==> src/rtl/rip_fifo_unpack.sv <==
// rip_fifo_unpack
//
// Width-down converter on the read side of rip_fifo_async (r_clk domain).
// Pops IN_WIDTH-bit entries from the FIFO's first-word-fall-through read port
// and emits each one as RATIO = IN_WIDTH/OUT_WIDTH consecutive OUT_WIDTH-bit
// slices on a valid/ready stream. The last slice of an entry and the pop of
// the next entry share a cycle, so back-to-back entries stream with no bubble.
//
// Ports
//   clk         in   single clock (the FIFO's r_clk)
//   rst         in   synchronous, active-high reset
//   fifo_empty  in   FIFO r_empty
//   fifo_data   in   FIFO r_data, valid whenever fifo_empty is low
//   fifo_r_en   out  pop strobe to FIFO r_en (combinational)
//   flush       in   discard the held entry; highest priority
//   out_valid   out  slice valid (registered)
//   out_ready   in   consumer accepts the slice
//   out_data    out  current slice (registered source, mux on idx)
//   out_last    out  current slice is the final slice of its entry
//
// Build option
//   RIP_FIFO_UNPACK_MSB_FIRST_EN  when defined, the most significant slice of
//   each entry goes out first. out_last still marks the final slice sent.
//
// State table
//   state    | meaning
//   ST_EMPTY | no entry held; out_valid low; pops as soon as FIFO non-empty
//   ST_HOLD  | entry held in hold_q; slice idx_q presented on out_data

module rip_fifo_unpack #(
  parameter int IN_WIDTH  = 128,
  parameter int OUT_WIDTH = 32
) (
  input  logic                 clk,
  input  logic                 rst,
  input  logic                 fifo_empty,
  input  logic [IN_WIDTH-1:0]  fifo_data,
  output logic                 fifo_r_en,
  input  logic                 flush,
  output logic                 out_valid,
  input  logic                 out_ready,
  output logic [OUT_WIDTH-1:0] out_data,
  output logic                 out_last
);

  localparam int RATIO = IN_WIDTH / OUT_WIDTH;
  localparam int IDX_W = (RATIO > 1) ? $clog2(RATIO) : 1;
  localparam logic [IDX_W-1:0] IDX_LAST = IDX_W'(RATIO - 1);

  if ((RATIO < 2) || ((IN_WIDTH % OUT_WIDTH) != 0)) begin : g_bad_cfg
    $error("rip_fifo_unpack: IN_WIDTH must be a multiple of OUT_WIDTH with at least 2 slices");
  end

  typedef enum logic {
    ST_EMPTY = 1'b0,
    ST_HOLD  = 1'b1
  } state_e;

  state_e                state_q, state_d;
  logic [IDX_W-1:0]      idx_q,   idx_d;
  logic [IN_WIDTH-1:0]   hold_q,  hold_d;

  // Slice view of the hold register; element 0 is the least significant slice.
  logic [RATIO-1:0][OUT_WIDTH-1:0] hold_slices;
  logic [IDX_W-1:0]                slice_sel;

  assign hold_slices = hold_q;

`ifdef RIP_FIFO_UNPACK_MSB_FIRST_EN
  assign slice_sel = IDX_LAST - idx_q;
`else
  assign slice_sel = idx_q;
`endif

  // State register
  always_ff @(posedge clk) begin
    if (rst) begin
      state_q <= ST_EMPTY;
      idx_q   <= '0;
      hold_q  <= '0;
    end else begin
      state_q <= state_d;
      idx_q   <= idx_d;
      hold_q  <= hold_d;
    end
  end

  // Output logic. fifo_r_en depends combinationally on out_ready and
  // fifo_empty so the next entry loads on the same edge the last slice is
  // accepted. Reset suppresses the pop so no entry is lost in the reset cycle.
  always_comb begin
    out_valid = (state_q == ST_HOLD);
    out_last  = (idx_q == IDX_LAST);
    out_data  = hold_slices[slice_sel];
    fifo_r_en = !rst && !flush && !fifo_empty &&
                ((state_q == ST_EMPTY) || (out_ready && out_last));
  end

  // Next-state logic. Flush wins over everything; a transfer coinciding with
  // flush counts as delivered and the rest of the entry is dropped.
  always_comb begin
    state_d = state_q;
    idx_d   = idx_q;
    hold_d  = hold_q;
    if (flush) begin
      state_d = ST_EMPTY;
      idx_d   = '0;
    end else if (fifo_r_en) begin
      state_d = ST_HOLD;
      idx_d   = '0;
      hold_d  = fifo_data;
    end else if ((state_q == ST_HOLD) && out_ready) begin
      if (out_last) begin
        state_d = ST_EMPTY;
        idx_d   = '0;
      end else begin
        idx_d = idx_q + IDX_W'(1);
      end
    end
  end

endmodule
==> config.mk <==
export PLATFORM = sky130hd
export DESIGN_NAME = rip_fifo_unpack
export DESIGN_NICKNAME = d
export VERILOG_FILES = /design/src/rtl/rip_fifo_unpack.sv
export SDC_FILE = /design/constraint.sdc
export NUM_CORES = 1
export LEC_CHECK = 0
export CAP_MARGIN = 20
export CORE_ASPECT_RATIO = 0.6
export CORE_MARGIN = 1.5
export CORE_UTILIZATION = 54
export DETAILED_ROUTE_END_ITERATION = 10
export DONT_BUFFER_PORTS = 1
export PLACE_DENSITY_LB_ADDON = 0.12
export SLEW_MARGIN = 0
export SYNTH_ARGS = -nofsm -noshare
export SYNTH_HDL_FRONTEND = slang
export SYNTH_SLANG_ARGS = --single-unit
==> constraint.sdc <==
create_clock -name clk -period 3.35 [get_ports clk]
set_clock_uncertainty 0.1 [all_clocks]
set_input_delay 0.335 -clock clk [delete_from_list [all_inputs] [get_ports clk]]
set_output_delay 0.335 -clock clk [all_outputs]
set_load 0.01 [all_outputs]
==> impl_metrics.csv, run 1 <==
group,metric,value,unit
yosys,syn_area_per_cell,13.4,µm²
yosys,mappedNetlistArea,6300,µm²
clock_network,clock-sinks,131,
run_status,stop_error,"[ERROR RSZ-0060] Max buffer count reached.",
placed_design,portBuffers,0,
yosys,synth_warnings,0,
die,die_w,142,µm
yosys,synth_top_area_share,41.6,%
die,start_util,55.6,%
yosys,syn_inst,470,
yosys,ys_seq_area_share,41.6,%
yosys,async_flop_share,0,%
placed_design,routabilityCongestion,0.723,
run_status,status,"aborted with a tool error",
yosys,synth.most_common_cell,"dfxtp_1",
yosys,synth_top_flop_cell,"dfxtp_1",
clock_network,numCtsBuffers,17,
die,die_h,86.7,µm
clock_network,cts_resized,0,
die,ios,168,
run_status,haltStage,"clock tree synthesis",
placed_design,hpwl,8110,µm
clock_network,post-cts-setup-buffer-count,0,
yosys,synth_edf_count,0,
yosys,synth.ff_latch_count,131,
clock_network,cts-root-buf,"clkbuf_16",
yosys,synth.net_count,604,
clock_network,htree_levels,4,
yosys,synth_cell_types,20,
yosys,synthTopCellsByArea,"dfxtp_1 42%, mux2_4 24%, nor2b_1 13%",
yosys,synth_common_cells,"131 x dfxtp_1, 129 x nor2b_1, 100 x mux2_4, 32 x mux4_2, 28 x mux2_2",
yosys,synth_largest_area_cell,"dfxtp_1",
clock_network,hold_buffers,127,
clock_network,cts_buffer_depth,2,
die,row_count,30,
==> metrics by stage <==
stage                     instance area (µm²)  worst slack (ns)  cells  util, %
after floorplan                          6300              1.50    470        -
after global placement                   6340              1.06    599     55.9
after detailed placement                 6340             0.995    599     55.9
==> cells by family after synthesis <==
logic type               synth area share (%)
adder cells (fa/ha/maj)                 0.199
AO/OA/AOI/OAI                           0.338
flip-flops                               41.6
AND/OR/NAND/NOR                          13.5
multiplexers                             40.5
buffers and inverters                    3.85
==> run 2, diff against run 1 <==
Settings changed: CORE_ASPECT_RATIO 0.6 to unset, CORE_UTILIZATION 54 to 39, PLACE_DENSITY_LB_ADDON 0.12 to 0.15.
==> run 2 against run 1 <==
  * The flow now finishes without violations
  * Synthesized area stayed put
  * Synthesized cell count stayed put
==> impl_metrics.csv, run 2 <==
group,metric,value,unit
detailed_routing,route.detailed.drc,0,
yosys,ys_seq_area_share,41.6,%
detailed_routing,drt_iter0_markers,95,
worst_setup_path,start_kind,"register",
sta,period_share,74.9,%
die,coreArea,15800,µm²
detailed_routing,firstDrtPassIters,4,
worst_setup_path,rrSetupSlack,1.01,ns
yosys,synth_common_cells,"131 x dfxtp_1, 129 x nor2b_1, 100 x mux2_4, 32 x mux4_2, 28 x mux2_2",
finish,final_util,52.2,%
yosys,mappedNetlistArea,6300,µm²
sta,fin_tns_setup,0,ns
grt,use_met3,6.72,%
worst_setup_path,slowest_stage,"or3_4",
die,die_w,130,µm
worst_setup_path,cp.required,2.91,ns
die,ios,168,
worst_setup_path,end_kind,"primary output",
yosys,syn_area_per_cell,13.4,µm²
clock_network,numCtsBuffers,17,
finish,final_common_cell,"dlygate4sd3_1",
sta,max_slew.worst_pin.slew,0.755,ns
finish,layout_common_cells,"130 x dlygate4sd3_1, 129 x nor2b_1, 129 x dfxtp_1",
finish,multiInputGateArea,3430,µm²
clock_network,cts-root-buf,"clkbuf_16",
finish,n_antenna_cell,0,
power,peakVddDrop,0.000339,V
grt,grt_max_degree,130,
placed_design,portBuffers,0,
sta,finalMaxSlewViolations,0,
yosys,synth.ff_latch_count,131,
clock_network,cts_tree,"yes",
finish,largest-register,"hold_q",
sta,final-setup-viol-count,0,
yosys,synth_cell_types,20,
yosys,synth_top_flop_cell,"dfxtp_1",
grt,grtUsageMet2,26.3,%
die,row_count,46,
worst_setup_path,cpLargestDelayFamily,"simple AND/OR/NAND/NOR gates",
detailed_routing,num_vias,3864,
finish,syn_to_final_growth,31.2,%
die,die_area,16900,µm²
yosys,async_flop_share,0,%
finish,drive_above_1_share,32.1,%
yosys,synth_edf_count,0,
hold_path,min_path_type,"input pin to register",
clock_network,cts_buffer_depth,2,
detailed_routing,via_per_inst,4.74,
grt,antenna_found_initial,1,
yosys,synth.most_common_cell,"dfxtp_1",
placed_design,dp_cells,655,
grt,grt_pass1_vias,4171,
detailed_routing,wl_per_cell,16.9,µm
clock_network,htree_levels,4,
sta,rsz0062_at_grt,"no",
flow_run,drv_cap,0,
power,power-per-cell-area,466,nW/µm²
worst_setup_path,crit_chain,"ha_1 > a21boi_0 > or3_4 > inv_1",
grt,grt_pass1_wl,21500,µm
finish,final-instance-count-excl-fill,815,
yosys,synth_largest_area_cell,"dfxtp_1",
yosys,syn_inst,470,
yosys,synthTopCellsByArea,"dfxtp_1 42%, mux2_4 24%, nor2b_1 13%",
finish,largest_reg_flops,128,
die,die_h,130,µm
worst_setup_path,worstPathArrival,2.07,ns
grt,grt-ovfl-total,0,
finish,num-fill-cells,1324,
placed_design,routabilityCongestion,0.721,
detailed_routing,drtAntennaViolNets,0,
sta,slew_headroom,49.7,%
grt,top_usage_layer,"met2",
worst_setup_path,crit_fanout,27,
worst_setup_path,critPathBufInv,1,
sta,hold_slack,0.0463,ns
finish,fin_nets,722,
sta,post-route-min-period,2.51,ns
power,power_leakage,3.53,nW
yosys,synth_warnings,0,
clock_network,clkTransAtPathRegs,0.05,ns
sta,fmax,0.398,GHz
detailed_routing,wirelength,13800,µm
die,start_util,39.8,%
clock_network,cts_resized,0,
worst_setup_path,slowest_delay,0.63,ns
grt,grt_use_met1,20.8,%
clock_network,clk_latency,0.41,ns
run_status,status,"finished clean",
grt,grt_usage,16.8,%
placed_design,hpwl,8110,µm
finish,ff_latch_area,2630,µm²
yosys,synth.net_count,604,
clock_network,clock-sinks,131,
sta,hold_viol,0,
yosys,synth_top_area_share,41.6,%
worst_setup_path,critPathKind,"register to primary output",
[run 2: final cells by class]
class	instances	share of cell area, %
timing repair buffer	135	16.7
clock inverter	5	0.939
inverter	1	0.0454
multi-input combinational	302	41.5
tap	216	3.27
sequential	131	31.8
clock buffer	25	5.76
[run 2: timing repair]
| item | 4_1_cts | 5_1_grt |
|---|---|---|
| hold endpoints to repair | 130 | 0 |
| setup buffers | 0 | 0 |
| hold buffers | 130 | 0 |
[run 2: final timing paths]
check / startpoint / to / cells after the start
hold / removal: out_ready / idx_q[0] / 2
hold reg to reg: hold_q[101] / hold_q[101] / 2
setup reg to reg: idx_q[0] / hold_q[127] / 5
setup / recovery: idx_q[0] / fifo_r_en / 4
[run 2: kinds of logic (layout without fill, tap and decap cells)]
| kind of cell | Yosys count | count (layout) | share of synthesized area, % |
|---|---|---|---|
| AOI/OAI and AO/OA | 3 | 3 | 0.338 |
| muxes | 161 | 161 | 40.5 |
| DFF | 131 | 131 | 41.6 |
| adders and majority gates | 1 | 1 | 0.199 |
| buffers and inverters | 37 | 166 | 3.85 |
| and+or+nand+nor | 137 | 137 | 13.5 |
[run 2: where the power goes]
| part | internal, mW | total [mW] | leakage, nW | switching [mW] |
|---|---|---|---|---|
| logic | 0.287 | 0.409 | 2.19 | 0.122 |
| clock network | 1.12 | 1.76 | 0.267 | 0.637 |
| registers | 1.65 | 1.68 | 1.07 | 0.0373 |
[run 2: metal layers]
layer / wire (µm) / up-vias
met5: 0 / -
li1: - / 1870
met1: 6160 / 1867
met3: 1010 / 16
met4: 187 / 0
met2: 6410 / 111
[run 2: metrics by stage]
| stage | area, µm² | total power [mW] | worst slack, ns |
|---|---|---|---|
| 4_1_cts | 8260 | 3.91 | 0.789 |
| 3_3_place_gp | 6410 | 1.99 | 1.06 |
| 5_1_grt | 8260 | 4.02 | 0.701 |
| 3_5_place_dp | 6410 | 1.99 | 0.997 |
| 2_1_floorplan | 6300 | 1.98 | 1.50 |
| 6_report | 8260 | 3.85 | 0.840 |
No activity file was read; power rests on OpenSTA's default activity.
